## config.mk

```make
export PLATFORM = sky130hd
export DESIGN_NAME = pipelined_addsub
export DESIGN_NICKNAME = d
export VERILOG_FILES = /design/src/rtl/pipelined_addsub.sv
export SDC_FILE = /design/constraint.sdc
export NUM_CORES = 1
export LEC_CHECK = 0
export ABC_AREA = 0
export CORE_MARGIN = 1.5
export CORE_UTILIZATION = 35
export DETAILED_ROUTE_END_ITERATION = 10
export RECOVER_POWER = 100
export SYNTH_ARGS = -nofsm -noshare
export SYNTH_HDL_FRONTEND = slang
export SYNTH_SLANG_ARGS = --single-unit
```

## constraint.sdc

```tcl
create_clock -name i_clk -period 5.6 [get_ports i_clk]
set_input_delay 1.68 -clock i_clk [delete_from_list [all_inputs] [get_ports i_clk]]
set_output_delay 1.68 -clock i_clk [all_outputs]
set_load 0.05 [all_outputs]
```

## src/rtl/pipelined_addsub.sv

```systemverilog
// Segmented-carry add/subtract pipeline: the carry ripples one SEG-bit segment per stage.
// Optional saturation on signed overflow is enabled by defining ADDSUB_SAT_EN.
module pipelined_addsub #(
    parameter int WIDTH  = 32,
    parameter int STAGES = 4
) (
    input  logic             i_clk,
    input  logic             i_reset,
    input  logic             i_valid,
    output logic             o_ready,
    input  logic [WIDTH-1:0] i_a,
    input  logic [WIDTH-1:0] i_b,
    input  logic             i_sub,
    input  logic [7:0]       i_tag,
`ifdef ADDSUB_SAT_EN
    input  logic             i_sat,
`endif
    output logic             o_valid,
    input  logic             i_ready,
    output logic [WIDTH-1:0] o_sum,
    output logic [7:0]       o_tag,
    output logic             o_cout,
    output logic             o_ovf,
    output logic             o_zero,
    output logic             o_neg
);

    localparam int SEG  = WIDTH / STAGES;
    localparam int MSB  = WIDTH - 1;
    localparam int LAST = STAGES - 1;

    logic [STAGES-1:0] v_q;
    logic [STAGES-1:0] adv;

    logic [WIDTH-1:0] a_q   [STAGES];
    logic [WIDTH-1:0] b_q   [STAGES];
    logic [WIDTH-1:0] s_q   [STAGES];
    logic             c_q   [STAGES];
    logic [7:0]       tag_q [STAGES];

    logic [WIDTH-1:0] a_in   [STAGES];
    logic [WIDTH-1:0] b_in   [STAGES];
    logic [WIDTH-1:0] s_in   [STAGES];
    logic             c_in   [STAGES];
    logic [7:0]       tag_in [STAGES];
    logic             v_in   [STAGES];
    logic [WIDTH-1:0] s_d    [STAGES];
    logic             c_d    [STAGES];
    logic [SEG:0]     seg;

`ifdef ADDSUB_SAT_EN
    logic sat_q  [STAGES];
    logic sat_in [STAGES];
`endif

    logic [WIDTH-1:0] sum_q;
    logic [7:0]       otag_q;
    logic             cout_q, ovf_q, zero_q, neg_q;

    logic [WIDTH-1:0] raw_sum, fin_sum;
    logic             fin_ovf, sat_last;

    function automatic logic [WIDTH-1:0] saturate(input logic [WIDTH-1:0] raw,
                                                  input logic a_msb,
                                                  input logic sat_en,
                                                  input logic ovf);
        if (sat_en && ovf)
            return a_msb ? {1'b1, {MSB{1'b0}}} : {1'b0, {MSB{1'b1}}};
        return raw;
    endfunction

    always_comb begin
        a_in[0]   = i_a;
        b_in[0]   = i_sub ? ~i_b : i_b;
        s_in[0]   = '0;
        c_in[0]   = i_sub;
        tag_in[0] = i_tag;
        v_in[0]   = i_valid;
`ifdef ADDSUB_SAT_EN
        sat_in[0] = i_sat;
`endif
        for (int k = 1; k < STAGES; k++) begin
            a_in[k]   = a_q[k-1];
            b_in[k]   = b_q[k-1];
            s_in[k]   = s_q[k-1];
            c_in[k]   = c_q[k-1];
            tag_in[k] = tag_q[k-1];
            v_in[k]   = v_q[k-1];
`ifdef ADDSUB_SAT_EN
            sat_in[k] = sat_q[k-1];
`endif
        end
        seg = '0;
        for (int k = 0; k < STAGES; k++) begin
            seg = {1'b0, a_in[k][k*SEG +: SEG]} + {1'b0, b_in[k][k*SEG +: SEG]}
                  + (SEG+1)'(c_in[k]);
            s_d[k] = s_in[k];
            s_d[k][k*SEG +: SEG] = seg[SEG-1:0];
            c_d[k] = seg[SEG];
        end
        // A stage may load when empty or when its occupant moves on; empty stages soak up bubbles.
        adv[LAST] = !v_q[LAST] || i_ready;
        for (int k = LAST - 1; k >= 0; k--)
            adv[k] = !v_q[k] || adv[k+1];
    end

`ifdef ADDSUB_SAT_EN
    assign sat_last = sat_in[LAST];
`else
    assign sat_last = 1'b0;
`endif

    assign raw_sum = s_d[LAST];
    assign fin_ovf = (a_in[LAST][MSB] == b_in[LAST][MSB]) && (raw_sum[MSB] != a_in[LAST][MSB]);
    assign fin_sum = saturate(raw_sum, a_in[LAST][MSB], sat_last, fin_ovf);

    always_ff @(posedge i_clk) begin
        if (i_reset) begin
            v_q    <= '0;
            sum_q  <= '0;
            otag_q <= '0;
            cout_q <= 1'b0;
            ovf_q  <= 1'b0;
            zero_q <= 1'b0;
            neg_q  <= 1'b0;
        end else begin
            for (int k = 0; k < STAGES; k++)
                if (adv[k]) v_q[k] <= v_in[k];
            if (adv[LAST] && v_in[LAST]) begin
                sum_q  <= fin_sum;
                otag_q <= tag_in[LAST];
                cout_q <= c_d[LAST];
                ovf_q  <= fin_ovf;
                zero_q <= (fin_sum == '0);
                neg_q  <= fin_sum[MSB];
            end
        end
        // Intermediate segment state is don't-care while its valid bit is clear.
        for (int k = 0; k < LAST; k++) begin
            if (adv[k] && v_in[k]) begin
                a_q[k]   <= a_in[k];
                b_q[k]   <= b_in[k];
                s_q[k]   <= s_d[k];
                c_q[k]   <= c_d[k];
                tag_q[k] <= tag_in[k];
`ifdef ADDSUB_SAT_EN
                sat_q[k] <= sat_in[k];
`endif
            end
        end
    end

    assign o_ready = adv[0];
    assign o_valid = v_q[LAST];
    assign o_sum   = sum_q;
    assign o_tag   = otag_q;
    assign o_cout  = cout_q;
    assign o_ovf   = ovf_q;
    assign o_zero  = zero_q;
    assign o_neg   = neg_q;

endmodule

```

Word-level counts from Yosys, hierarchy flattened
Memories as Yosys holds them, arrays and structs flattened. A register that Yosys moved wholly into a read port is not among the register bits.
Cells that the tools add are included.
{"block": "classes", "muxes": 7, "n_addsub": 8, "bitwise_logic": 1, "n_lt_le_gt_ge": 0, "eq_ne": 2, "div_mod_pow": 0, "n_reduce_logical": 14, "n_shift": 0, "multipliers": 0}
{"op": "$add 8x8->9", "count": 4}
{"op": "$add 9x1->9", "count": 4}
{"op": "$logic_not 32->1", "count": 1}
{"op": "$mux 32", "count": 1}
{"op": "$not 32->32", "count": 1}
{"op": "$mux 1", "count": 6}
{"op": "$logic_and 1x1->1", "count": 5}
{"op": "$logic_not 1->1", "count": 4}
{"op": "$logic_or 1x1->1", "count": 4}
{"op": "$eq 1x1->1", "count": 1}
{"op": "$ne 1x1->1", "count": 1}
{"block": "word_totals", "latch_bits": 0, "rom_bits": 0, "ram_bits": 420, "word_cells": 46, "out_inout_bits": 46, "n_memories": 5, "ff_bits": 40}
{"memory": "a_q", "depth": 4, "width": 32, "read_ports": 3, "rd_ports_with_merged_regs": 0, "write_ports": 3, "line": "35", "rtl": "logic [WIDTH-1:0] a_q [STAGES];"}
{"memory": "b_q", "depth": 4, "width": 32, "read_ports": 3, "rd_ports_with_merged_regs": 0, "write_ports": 3, "line": "36", "rtl": "logic [WIDTH-1:0] b_q [STAGES];"}
{"memory": "s_q", "depth": 4, "width": 32, "read_ports": 3, "rd_ports_with_merged_regs": 0, "write_ports": 3, "line": "37", "rtl": "logic [WIDTH-1:0] s_q [STAGES];"}
{"memory": "tag_q", "depth": 4, "width": 8, "read_ports": 3, "rd_ports_with_merged_regs": 1, "write_ports": 3, "line": "39", "rtl": "logic [7:0] tag_q [STAGES];"}
{"memory": "c_q", "depth": 4, "width": 1, "read_ports": 3, "rd_ports_with_merged_regs": 0, "write_ports": 3, "line": "38", "rtl": "logic c_q [STAGES];"}

Logic depth before layout (Yosys ltp)
Gate-level depths: netlist of run 1.
{"block": "logic_depth", "depth_word": 8, "ltp_mapped": 10, "depth_no_buf": 10}

Worst setup path before layout of run 1
Ideal clock, no wire load.
{"block": "synth_timing", "kind": "input-to-reg", "startpoint": "input i_ready", "endpoint": "memory a_q[2][24] (netlist: a_q[0][88]) (enable)", "n_path_buf": 0, "arrival_time_ns": 5.355, "t_required_ns": 5.069, "cell_stages": 2, "path_slack_ns": -0.286, "path_cell_list": "nor2b_1 a21boi_0"}
{"element": "start, declared", "line": "19", "rtl": "input logic i_ready,"}
{"element": "end, declared", "line": "35"}

Worst setup path after layout of run 1
{"block": "layout_timing", "startpoint": "input i_ready", "endpoint": "output o_ready"}
{"block": "layout_between", "elab_chain_cells": 4}
{"element": "$logic_or 1x1->1", "line": "102", "rtl": "adv[LAST] = !v_q[LAST] || i_ready;"}
{"element": "$logic_or 1x1->1 (3 in series)", "line": "104", "rtl": "adv[k] = !v_q[k] || adv[k+1];"}
{"element": "end, declared", "line": "10", "rtl": "output logic o_ready,"}
Every way passes these cells.

==> results of run 1 <==
[cells by family (layout without fill, tap and decap cells)]
group | Yosys count | in the layout
other cells | 0 | 1
mux | 1 | 1
fa+ha+maj | 35 | 35
compound gates | 91 | 91
flops | 218 | 218
simple gates | 146 | 146
buf+inv | 40 | 191
xor+xnor | 52 | 52
[power by group]
group / switching (mW) / total (mW) / internal [mW]
registers: 0.0240 / 1.88 / 1.85
logic: 0.145 / 0.263 / 0.119
clock network: 0.594 / 1.68 / 1.09
[cells in the mapped netlist (all sizes together) (3+ instances only)]
cell type	n
dfxtp	47
inv	20
o21ai	13
buf	4
xor2	39
a211oi	3
nor2b	7
nor4	6
nor2	27
edfxtp	171
a21boi	3
nand3	3
fa	7
o21bai	4
xnor2	13
nand2	85
ha	28
a21oi	59
clkbuf	16
nand2b	3
nor3	6
[state kept, by name, summed over array words and instances (netlist names)]
signal,count
a_q,48
b_q,48
c_q,3
o_cout,1
o_ovf,1
o_sum,32
o_tag,8
o_zero,1
s_q,48
tag_q,24
v_q,4
[per-stage QoR]
| step | instances | worst slack [ns] | cell area (µm²) | power (mW) |
|---|---|---|---|---|
| 2_1_floorplan | 583 | 0.590 | 8330 | 2.07 |
| 3_3_place_gp | 1009 | 0.373 | 9940 | 2.18 |
| 3_5_place_dp | 1009 | 0.276 | 9940 | 2.19 |
| 4_1_cts | 1053 | 0.263 | 10800 | 3.88 |
| 5_1_grt | 1053 | 0.213 | 10800 | 3.98 |
| 6_report | 1054 | 0.310 | 10800 | 3.82 |
[final timing paths]
kind / to / start / slack (ns) / depth (start not counted)
worst max-delay path: o_ready / i_ready / 0.31 / 5
worst min-delay path: b_q[0][89]$_DFFE_PP_ / b_q[0][57]$_DFFE_PP_ / 0.41 / 0
worst max register to register: tag_q[2][7]$_DFFE_PP_ / v_q[3]$_SDFFE_PP0P_ / 2.04 / 3
worst min register to register: b_q[0][89]$_DFFE_PP_ / b_q[0][57]$_DFFE_PP_ / 0.41 / 0
[worst register-to-register path: cells and delay by family, from the launching register on]
kind	cells	cell delay, ns
AOI/OAI and AO/OA	1	1.95
and+or+nand+nor	1	0.20
buffers and inverters	1	0.73
DFF	1	0.30
[area by class of cell]
cell class / count / area (µm²)
fill: 2124 / 12600
sequential: 218 / 6080
multi-input combinational: 325 / 2130
timing repair buffer: 127 / 1230
clock buffer: 28 / 637
tap: 319 / 399
clock inverter: 16 / 228
inverter: 20 / 75.1
antenna: 1 / 2.50
[routing by layer]
layer  track usage (%)  up-vias  routed length [µm]
li1                  -     2344                   -
met1              15.6     2143                6520
met2              21.3      111                7090
met3              2.37       26                 741
met4              4.49        0                 323
met5                 0        -                   0
==> impl_metrics.py, run 1 <==
metrics = {
    "timing": {
        "rsz0062_at_grt": "false",
        "hold_slack_ns": 0.413,
        "final.setup.tns_ns": 0,
        "period_minus_slack_ns": 5.29,
        "fin_crit_sh_pct": 94.5,
        "hold_viol_final": 0,
        "slew_viol_final": 217,
        "slew_headroom_pct": -72.6,
        "fin_skew_ns": 0.00673,
        "max_freq_ghz": 0.189,
        "setup_viol": 0,
        "worst_pin_slew_ns": 2.58,
    },
    "clock_tree": {
        "cts_max_level": 1,
        "path_clk_slew_ns": 0.06,
        "cts-resized-gates": 0,
        "cts_num_sinks": 218,
        "cts_root_buf": "clkbuf_16",
        "cts-hold-fix-buffers": 0,
        "clk_latency_ns": 0.50,
        "cts_buffer_depth": 3,
        "cts_tree": "done",
        "postCtsSetupBuffers": 0,
        "cts-buffers-inserted": 24,
    },
    "grt": {
        "grt_overflow": 0,
        "antenna_found_initial": 1,
        "grt_pass1_vias": 4877,
        "grt_pass1_wl_um": 24200,
        "grt_max_degree": 66,
        "grt_use_total_pct": 12.4,
    },
    "layout": {
        "layout_commonest_cell": "edfxtp_1",
        "syn_to_final_growth_pct": 29.4,
        "drive_gt1_share_pct": 6.40,
        "nets": 828,
        "mostFrequentLayoutCells": "edfxtp_1, nand2_1, dlygate4sd3_1, a21oi_1, dfxtp_1",
        "final_util_pct": 46.0,
    },
    "synthesis": {
        "avgSynthCellArea_um2": 14.3,
        "synth_area_leaders": "edfxtp_1, dfxtp_1, ha_1",
        "syn_area_mm2": 0.00833,
        "ys.flop_type": "edfxtp_1",
        "synthCells": 583,
        "ys_types": 36,
        "synth_fa_ha_area_share_pct": 5.89,
        "yosysTopAreaCell": "edfxtp_1",
        "ys_ff_latch": 218,
        "syn_nets": 695,
        "synth_top_family_by_area": "simple AND/OR/NAND/NOR gates",
        "synth-edff-count": 171,
        "muxShareOfSynthArea_pct": 0.135,
        "async_flop_share_pct": 0,
        "yosysTopAreaCellShare_pct": 61.6,
        "synth-simple-area-share_pct": 7.68,
        "synthXorXnorAreaFrac_pct": 5.47,
        "synth-seq-area-share_pct": 72.9,
        "ys_warn_count": 0,
        "synth_compound_area_share_pct": 6.04,
    },
    "die": {
        "die_h_um": 157,
        "ios": 123,
        "coreArea_mm2": 0.0234,
        "die_w_um": 157,
        "start_util_pct": 35.6,
        "rows": 56,
        "dieArea_mm2": 0.0247,
    },
    "job": {
        "drv_cap": 5,
    },
    "worst_setup_path": {
        "path_buf_inv": 2,
        "cp.arrival_ns": 3.61,
        "cp_max_fo": 6,
        "critPathRequiredTime_ns": 3.92,
        "path_delay_family": "buffers and inverters",
        "critical_path_class": "in -> out",
        "crit_path_top_delay_cell": "dlygate4sd3_1",
        "cp_cell_sequence": "clkdlybuf4s50_1, nor2b_1, and3_1, nand2_1, dlygate4sd3_1",
        "setup.worst_path.end_class": "output port",
        "max_stage_delay_ns": 0.77,
        "start_kind": "input port",
    },
    "run_status": {
        "violations": "max-capacitance violations, max-slew violations",
        "run_status": "finished, violations left",
    },
    "drt": {
        "ant_nets": 0,
        "num_vias": 4624,
        "drc": 0,
        "firstDrtPassIters": 4,
        "vias_per_cell": 4.39,
        "drt-total-wl_um": 14700,
        "wl_per_cell_um": 13.9,
        "drt_iter0_markers": 181,
    },
    "place": {
        "dpl.hpwl_um": 10200,
        "routabilityCongestion": 0.796,
        "io_buffers": 122,
    },
    "min_path": {
        "hold_path_class": "reg -> reg",
    },
    "power": {
        "leakage_nw": 3.95,
        "power_per_cell_area_mw_per_mm2": 354,
        "vdd_ir_drop_max_mv": 0.163,
    },
}
Note: power is estimated with default switching activity, not from simulation.
==> inputs of run 2 (changes only) <==
HOLD_SLACK_MARGIN = 0.02   (was unset)
==> results of run 2 <==
No change in the layout: final DEF, timing and power equal those of run 1.
==> inputs of run 3 (changes only) <==
clock period = 5.2 ns   (was 5.6 ns; I/O delays follow)
==> run 3 against run 2 <==
The flow still finishes with violations (max-capacitance violations, max-slew violations). Critical path depth did not move. Non-clock buffer count fell by 1. Clock skew rose by 0.0024 ns. Sequential cell count did not move. Register-to-register slack got worse by 0.25 ns. First-iteration DRC count rose by 15%. Wire length rose by 1.7%. Setup slack improved by 0.014 ns. Largest cell class unchanged.
==> impl_metrics.py, run 3 (same netlist as run 1, synthesis figures left out) <==
metrics = {
    "grt": {
        "grt_max_degree": 66,
        "grt_use_total_pct": 12.4,
        "grt_overflow": 0,
        "grt_pass1_wl_um": 24000,
        "grt_pass1_vias": 4830,
        "antenna_found_initial": 0,
    },
    "clock_tree": {
        "cts_buffer_depth": 3,
        "path_clk_slew_ns": 0.06,
        "cts-hold-fix-buffers": 0,
        "clk_latency_ns": 0.49,
        "postCtsSetupBuffers": 0,
        "cts_max_level": 1,
        "cts_tree": "done",
        "cts-resized-gates": 0,
        "cts_root_buf": "clkbuf_16",
        "cts-buffers-inserted": 22,
        "cts_num_sinks": 218,
    },
    "power": {
        "vdd_ir_drop_max_mv": 0.138,
        "leakage_nw": 3.86,
        "power_per_cell_area_mw_per_mm2": 355,
    },
    "run_status": {
        "run_status": "finished, violations left",
        "violations": "max-capacitance violations, max-slew violations",
    },
    "worst_setup_path": {
        "cp.arrival_ns": 3.32,
        "cp_max_fo": 6,
        "critical_path_class": "in -> out",
        "critPathRequiredTime_ns": 3.64,
        "start_kind": "input port",
        "setup.worst_path.end_class": "output port",
    },
    "drt": {
        "drc": 0,
        "firstDrtPassIters": 4,
        "ant_nets": 0,
        "wl_per_cell_um": 14.3,
        "drt-total-wl_um": 14900,
        "vias_per_cell": 4.45,
        "num_vias": 4657,
        "drt_iter0_markers": 208,
    },
    "die": {
        "coreArea_mm2": 0.0234,
        "die_h_um": 157,
        "rows": 56,
        "dieArea_mm2": 0.0247,
        "ios": 123,
        "start_util_pct": 35.6,
        "die_w_um": 157,
    },
    "timing": {
        "hold_viol_final": 0,
        "final.setup.tns_ns": 0,
        "slew_viol_final": 265,
        "setup_viol": 0,
        "fin_skew_ns": 0.00909,
        "period_minus_slack_ns": 4.88,
        "hold_slack_ns": 0.416,
        "max_freq_ghz": 0.205,
        "slew_headroom_pct": -78.3,
        "fin_crit_sh_pct": 93.8,
        "rsz0062_at_grt": "false",
        "worst_pin_slew_ns": 2.67,
    },
    "job": {
        "drv_cap": 6,
    },
    "layout": {
        "antenna_cells": 0,
        "drive_gt1_share_pct": 5.63,
        "mostFrequentLayoutCells": "edfxtp_1, nand2_1, dlygate4sd3_1, a21oi_1, dfxtp_1",
        "top_regs": "a_q: 48 flops, b_q: 48 flops, s_q: 48 flops",
        "layout_commonest_cell": "edfxtp_1",
        "fin_area_mm2": 0.0106,
        "final_util_pct": 45.2,
        "nets": 825,
        "syn_to_final_growth_pct": 27.1,
    },
    "place": {
        "dpl.hpwl_um": 10500,
        "io_buffers": 122,
        "routabilityCongestion": 0.795,
        "place_area_mm2": 0.00994,
    },
    "min_path": {
        "hold_path_class": "reg -> reg",
    },
}
run 3: through the flow:
| stage | total power, mW | setup WS [ns] | cells |
|---|---|---|---|
| after detailed placement | 2.36 | 0.433 | 1008 |
| after floorplan | 2.23 | 0.310 | 583 |
| after global routing | 3.92 | 0.234 | 1047 |
| final | 3.76 | 0.323 | 1047 |
| after CTS | 3.83 | 0.433 | 1047 |
| after global placement | 2.35 | 0.554 | 1008 |
run 3: power breakdown:
part	internal [mW]	switching, mW	total, mW
sequential	1.99	0.0267	2.02
combinational	0.129	0.157	0.286
clock	0.851	0.604	1.46
run 3: per-layer routing:
layer	up-vias	routed length (µm)	part of all wire [%]	GRT usage, %
met5	-	0	0	0
met3	19	824	5.5	2.42
met2	127	7150	48	21.1
met4	0	301	2.0	4.27
met1	2174	6660	45	15.9
li1	2337	-	-	-
run 3: layout make-up:
cell class,instances,area (µm²)
well taps,319,399
flip-flops and latches,218,6080
multi-input cells,325,2130
clock inverters,13,83.8
clock buffers,26,587
inverters,20,75.1
fillers,2146,12800
repair buffers,126,1240
run 3: path summary, 6_finish.rpt:
check	startpoint	depth (start not counted)	to	slack [ns]
max	i_ready	5	o_ready	0.32
min	s_q[0][38]$_DFFE_PP_	0	s_q[0][70]$_DFFE_PP_	0.42
max reg2reg	v_q[3]$_SDFFE_PP0P_	4	s_q[0][42]$_DFFE_PP_	1.79
min reg2reg	s_q[0][38]$_DFFE_PP_	0	s_q[0][70]$_DFFE_PP_	0.42
run 3: critical path, cell delays in order:
cell and delay [ns]:
dlygate4sd3_1 0.54, nor2b_1 0.50, and3_1 0.36, nand2_1 0.11
clkbuf_2 0.25
